## config.mk

```make
export PLATFORM = sky130hd
export DESIGN_NAME = alu_arbiter
export DESIGN_NICKNAME = d
export VERILOG_FILES = /design/src/rtl/alu_arb_pkg.sv /design/src/rtl/alu_arbiter_rr_pick.sv /design/src/rtl/alu_arbiter.sv
export SDC_FILE = /design/constraint.sdc
export NUM_CORES = 1
export LEC_CHECK = 0
export ABC_AREA = 1
export CORE_UTILIZATION = 38
export CTS_CLUSTER_SIZE = 24
export DETAILED_ROUTE_END_ITERATION = 16
export PLACE_DENSITY = 0.77
export SKIP_CTS_REPAIR_TIMING = 1
export SLEW_MARGIN = 20
export SYNTH_ARGS = -nofsm -noshare
export SYNTH_HDL_FRONTEND = slang
export SYNTH_HIERARCHICAL = 1
export SYNTH_SLANG_ARGS = --single-unit
```

## constraint.sdc

```tcl
create_clock -name clk -period 2.6 [get_ports clk]
set_input_delay 0.78 -clock clk [delete_from_list [all_inputs] [get_ports clk]]
set_output_delay 0.78 -clock clk [all_outputs]
set_load 0.02 [all_outputs]
```

## src/rtl/alu_arb_pkg.sv

```systemverilog
// rtl/alu_arb_pkg.sv - shared types and widths for the ALU arbiter
package alu_arb_pkg;

  localparam int DATA_W = 8;
  localparam int OP_W   = 4;

  typedef enum logic [1:0] {
    IDLE = 2'd0,
    EXEC = 2'd1,
    RESP = 2'd2
  } arb_state_t;

  // Opcodes understood by the shared ALU; the arbiter passes them through untouched.
  typedef enum logic [OP_W-1:0] {
    OP_ADD = 4'd0,
    OP_SUB = 4'd1,
    OP_AND = 4'd2,
    OP_OR  = 4'd3,
    OP_XOR = 4'd4
  } alu_op_t;

endpackage

```

## src/rtl/alu_arbiter_rr_pick.sv

```systemverilog
// rtl/alu_arbiter_rr_pick.sv - combinational round-robin picker
module rr_pick #(
  parameter int NUM_REQ = 4,
  localparam int ID_W = $clog2(NUM_REQ)
) (
  input  logic [NUM_REQ-1:0] i_req,
  input  logic [ID_W-1:0]    i_last,
  output logic               o_valid,
  output logic [ID_W-1:0]    o_idx
);

  // Walk from farthest to nearest after i_last so the nearest valid requester wins.
  always_comb begin
    o_valid = 1'b0;
    o_idx   = '0;
    for (int k = NUM_REQ; k >= 1; k--) begin
      logic [ID_W-1:0] w_idx;
      w_idx = ID_W'((int'(i_last) + k) % NUM_REQ);
      if (i_req[w_idx]) begin
        o_valid = 1'b1;
        o_idx   = w_idx;
      end
    end
  end

endmodule

```

## src/rtl/alu_arbiter.sv

```systemverilog
// rtl/alu_arbiter.sv - round-robin sharing of one ALU between requesters
module alu_arbiter
  import alu_arb_pkg::*;
#(
  parameter int NUM_REQ = 4,
  parameter int ALU_LAT = 1,
  localparam int ID_W = $clog2(NUM_REQ)
) (
  input  logic                             clk,
  input  logic                             reset,
  input  logic [NUM_REQ-1:0]               req_valid,
  output logic [NUM_REQ-1:0]               req_ready,
  input  logic [NUM_REQ-1:0][DATA_W-1:0]   req_a,
  input  logic [NUM_REQ-1:0][DATA_W-1:0]   req_b,
  input  logic [NUM_REQ-1:0][OP_W-1:0]     req_op,
  output logic [DATA_W-1:0]                alu_a,
  output logic [DATA_W-1:0]                alu_b,
  output logic [OP_W-1:0]                  alu_op,
  input  logic [DATA_W-1:0]                alu_y,
  input  logic                             alu_co,
  output logic                             rsp_valid,
  input  logic                             rsp_ready,
  output logic [ID_W-1:0]                  rsp_id,
  output logic [DATA_W-1:0]                rsp_y,
  output logic                             rsp_co,
  output logic                             busy,
  output logic [15:0]                      ops_done
);

  localparam int CNT_W = (ALU_LAT > 0) ? $clog2(ALU_LAT + 1) : 1;
  localparam logic [CNT_W-1:0] CNT_LAST = CNT_W'(ALU_LAT);

  arb_state_t          r_state;
  arb_state_t          w_next;
  logic [ID_W-1:0]     r_last_grant;
  logic [ID_W-1:0]     r_id;
  logic [CNT_W-1:0]    r_cnt;
  logic [DATA_W-1:0]   r_alu_a;
  logic [DATA_W-1:0]   r_alu_b;
  logic [OP_W-1:0]     r_alu_op;
  logic                r_rsp_valid;
  logic [ID_W-1:0]     r_rsp_id;
  logic [DATA_W-1:0]   r_rsp_y;
  logic                r_rsp_co;
  logic [15:0]         r_ops_done;
  logic                w_pick_valid;
  logic [ID_W-1:0]     w_pick_idx;

  rr_pick #(.NUM_REQ(NUM_REQ)) u_pick (
    .i_req   (req_valid),
    .i_last  (r_last_grant),
    .o_valid (w_pick_valid),
    .o_idx   (w_pick_idx)
  );

  // State register.
  always_ff @(posedge clk or negedge reset) begin
    if (!reset) r_state <= IDLE;
    else        r_state <= w_next;
  end

  // Next state and the grant strobe; grant is masked while reset is held.
  always_comb begin
    w_next    = r_state;
    req_ready = '0;
    case (r_state)
      IDLE: begin
        if (w_pick_valid && reset) begin
          req_ready[w_pick_idx] = 1'b1;
          w_next = EXEC;
        end
      end
      EXEC: if (r_cnt == CNT_LAST) w_next = RESP;
      RESP: if (rsp_ready) w_next = IDLE;
      default: w_next = IDLE;
    endcase
  end

  // Operand capture on grant, result capture at end of EXEC, bookkeeping on response.
  always_ff @(posedge clk or negedge reset) begin
    if (!reset) begin
      r_last_grant <= ID_W'(NUM_REQ - 1);
      r_id         <= '0;
      r_cnt        <= '0;
      r_alu_a      <= '0;
      r_alu_b      <= '0;
      r_alu_op     <= '0;
      r_rsp_valid  <= 1'b0;
      r_rsp_id     <= '0;
      r_rsp_y      <= '0;
      r_rsp_co     <= 1'b0;
      r_ops_done   <= '0;
    end else begin
      case (r_state)
        IDLE: begin
          if (w_pick_valid) begin
            r_alu_a  <= req_a[w_pick_idx];
            r_alu_b  <= req_b[w_pick_idx];
            r_alu_op <= req_op[w_pick_idx];
            r_id     <= w_pick_idx;
            r_cnt    <= '0;
          end
        end
        EXEC: begin
          if (r_cnt == CNT_LAST) begin
            r_rsp_y     <= alu_y;
            r_rsp_co    <= alu_co;
            r_rsp_id    <= r_id;
            r_rsp_valid <= 1'b1;
          end else begin
            r_cnt <= r_cnt + 1'b1;
          end
        end
        RESP: begin
          if (rsp_ready) begin
            r_rsp_valid  <= 1'b0;
            r_last_grant <= r_id;
            r_ops_done   <= r_ops_done + 16'd1;
          end
        end
        default: ;
      endcase
    end
  end

  assign alu_a     = r_alu_a;
  assign alu_b     = r_alu_b;
  assign alu_op    = r_alu_op;
  assign rsp_valid = r_rsp_valid;
  assign rsp_id    = r_rsp_id;
  assign rsp_y     = r_rsp_y;
  assign rsp_co    = r_rsp_co;
  assign busy      = (r_state != IDLE);
  assign ops_done  = r_ops_done;

endmodule

```

==> out/metrics.yaml <==
clocking:
  clock_latency_at_the_later_pin_of_the_worst_skew_pair_ns: 0.31
  clk_root_buffer_cell: "sky130_fd_sc_hd__clkbuf_8"
  cts_tree: "done"
  cts-root-to-sink-buffers: 2
  htree_levels: 2
  cts_buffers: 5
  numClockSinks: 55
  clkTransAtPathRegs_ns: 0.10
synth:
  mappedNetlistNets: 505
  yosys_warnings: 6
  yosys_register_bits: 55
  post_synth_num_cell_types: 32
  syn_inst: 408
  syn_area_um2: 3130
  synth_seq_area_share_pct: 44.1
  post_synth.cell_area_avg_um2: 7.66
worst_setup_path:
  worstSetupStartpointType: "flop"
  timing.critical_path.to_type: "output port"
  worstPathRequired_ns: 1.82
  data_arrival_time_of_the_critical_path_ns: 2.02
  timing.setup.critical_path_class: "flop to output port"
  critical_path_peak_fanout: 6
  reg2regPathDepth: 18
timing:
  max_clock_freq_ghz: 0.357
  min_period_over_period_pct: 108
  post-route-worst-setup-slack_ns: -0.204
  rsz0062_at_grt: "true"
  report.final.slew_viol_count: 0
  timing_hold_violations_final: 0
  period_needed_ns: 2.80
  final-setup-viol-count: 4
  tightestPinTransition_ns: 0.692
  finClkSkew_ns: 0.0123
  worst_hold_margin_ns: 0.482
  worst_slew_margin_rel_pct: 53.9
global_route:
  grt_antenna_before_repair: 0
  grt_use_total_pct: 21.0
  grt_start_max_net_pins: 56
  via_count_of_the_first_global_routing_pass: 3101
  grt_overflow: 0
  grt_pass1_wl_mm: 14.4
floorplanning:
  floorplan.initialDensity_pct: 39.8
  dieArea_um2: 8600
  chipWidth_um: 92.7
  io_pins: 149
  core_area_um2: 7850
  fp-row-count: 32
  die_y_um: 92.7
route:
  count_of_vias_placed_by_the_detailed_router: 3215
  post-route-drc-count: 0
  drt.antenna.violating_nets: 0
  detail_route.iter0.violations: 88
  route.final.wire_length_mm: 8.98
  drt-pass1-iter-count: 6
  wire_per_inst_um: 13.4
  detail_route.vias_per_cell: 4.79
power_and_ir_drop:
  peakVddDrop_mv: 0.676
  powerDensity_nw_per_um2: 1250
  static_leakage_uw: 0.00242
outcome:
  violations_in_the_final_reports: "setup timing"
  outcome: "finished with violations"
cells_and_area:
  finalNetCount: 665
  num_antenna_cells: 0
  drive_above_1_share_pct: 17.9
  post-route-util_pct: 64.8
  areaGrowthSynthToFinish_pct: 62.7
hold_path:
  min_delay_path_depth: 2
  hp-class: "flop to flop"
placement:
  place_hpwl_mm: 6.77
  numPortBuffers: 148
  gp_congestion: 0.817
  post-place-ws_ns: -1.08
job:
  maxCapViolCount: 0
[layout make-up]
class                   count  area, µm²
multi-input cells         304       1640
clock buffers               6       72.6
clock inverters             2       37.5
well taps                 102        128
fillers                   661       2760
flip-flops and latches     55       1380
repair buffers            168       1700
inverters                  34        138
[registers in the layout, summed over array words and instances, names as in the netlist]
name	cells
r_id	2
rsp_co	1
ops_done	16
rsp_id	2
r_cnt	1
rsp_valid	1
r_state	2
r_last_grant	2
rsp_y	8
alu_b	8
alu_a	8
alu_op	4
[power by group]
part / total [µW] / switching (µW) / internal, µW / leakage, µW
registers: 1410 / 199 / 1210 / 0.000682
logic: 4380 / 2400 / 1970 / 0.00169
clock network: 568 / 280 / 288 / 0.0000514
total: 6350 / 2880 / 3470 / 0.00242
[layout by cell type, fill, tap and decap left out, types with 2 or more instances in the layout]
cell type	instances
sky130_fd_sc_hd__buf_6	2
sky130_fd_sc_hd__mux2_4	4
sky130_fd_sc_hd__buf_4	17
sky130_fd_sc_hd__dfrtp_1	53
sky130_fd_sc_hd__a22oi_1	8
sky130_fd_sc_hd__nand3_1	7
sky130_fd_sc_hd__nor2_2	5
sky130_fd_sc_hd__nor2_4	4
sky130_fd_sc_hd__dfstp_2	2
sky130_fd_sc_hd__nand4_1	20
sky130_fd_sc_hd__clkbuf_8	5
sky130_fd_sc_hd__dlymetal6s2s_1	4
sky130_fd_sc_hd__inv_2	9
sky130_fd_sc_hd__o21ai_0	7
sky130_fd_sc_hd__xor2_2	2
sky130_fd_sc_hd__nand2_2	19
sky130_fd_sc_hd__nand2_4	5
sky130_fd_sc_hd__buf_12	5
sky130_fd_sc_hd__nand2_1	179
sky130_fd_sc_hd__nor3_2	3
sky130_fd_sc_hd__inv_1	23
sky130_fd_sc_hd__xor2_1	4
sky130_fd_sc_hd__xnor2_1	4
sky130_fd_sc_hd__nor2_1	14
sky130_fd_sc_hd__nor3_1	2
sky130_fd_sc_hd__clkdlybuf4s50_1	139
sky130_fd_sc_hd__nand3_2	4
sky130_fd_sc_hd__mux2_2	5
[per-layer routing]
metal / wire length [µm] / vias to the layer above / part of all wire, % / GRT usage, %
met2: 4540 / 142 / 51 / 38.0
met1: 3600 / 1461 / 40 / 24.8
met4: 177 / 0 / 2.0 / 5.38
met5: 0 / - / 0 / 0
met3: 660 / 16 / 7.3 / 5.25
li1: - / 1596 / - / -
[synthesized netlist by cell type, drive strengths merged]
library cell  instances  share of area, %
nand3                12               2.3
xnor2                 4               1.1
mux2                  9               3.7
buf                  14               2.8
xor2                  6               2.2
inv                  34               4.2
clkbuf                1              0.12
nor2                 23               4.0
and2                  1              0.28
a22oi                 8               1.9
a21boi                1              0.24
dfstp                 2               1.7
ha                    1              0.40
nor3                  6               1.3
o22ai                 1              0.20
nand2               203                25
o21ai                 9               1.6
dfrtp                53                42
nand4                20               4.0
[through the flow]
| step | TNS (ns) | power (µW) | cell area [µm²] | std cells |
|---|---|---|---|---|
| floorplan | -0.175 | 3820 | 3140 | 408 |
| global placement | -7.90 | 5440 | 4830 | 660 |
| CTS | -4.57 | 6140 | 4940 | 668 |
| global route | -1.11 | 6870 | 5090 | 671 |
| detailed placement | -10.87 | 5550 | 4830 | 660 |
| finish | -0.674 | 6350 | 5090 | 671 |
[path summary, 6_finish.rpt]
check                           startpoint      endpoint  slack, ns
min in group asynchronous            reset  ops_done[12]       0.67
max                        r_last_grant[0]  req_ready[1]      -0.20
max reg2reg                r_last_grant[0]     alu_op[1]       0.24
max in group asynchronous            reset       r_id[1]       1.44
min                               alu_a[0]      alu_a[0]       0.48
min reg2reg                       alu_a[0]      alu_a[0]       0.48
[logic make-up (layout without fill, tap and decap cells)]
family | after synthesis | in the layout | share of synthesized area (%)
AO/OA/AOI/OAI | 19 | 19 | 3.92
XOR/XNOR | 10 | 10 | 3.28
adder cells (fa/ha/maj) | 1 | 1 | 0.400
buffers and inverters | 49 | 210 | 7.20
flip-flops | 55 | 55 | 44.1
multiplexers | 9 | 9 | 3.72
AND/OR/NAND/NOR | 265 | 265 | 37.4
[critical path: stages, from the launching register on]
cell and delay (ns):
sky130_fd_sc_hd__dfstp_2 0.57, sky130_fd_sc_hd__buf_12 0.13, sky130_fd_sc_hd__nand2_1 0.06, sky130_fd_sc_hd__nand2_2 0.12
sky130_fd_sc_hd__nand2_4 0.07, sky130_fd_sc_hd__nand2_1 0.08, sky130_fd_sc_hd__nand2_2 0.07, sky130_fd_sc_hd__nand2_1 0.07
sky130_fd_sc_hd__nand2_2 0.06, sky130_fd_sc_hd__nand2_4 0.12, sky130_fd_sc_hd__inv_4 0.04, sky130_fd_sc_hd__nor3_2 0.16
sky130_fd_sc_hd__buf_4 0.17
No activity file was read; power rests on OpenSTA's default activity.
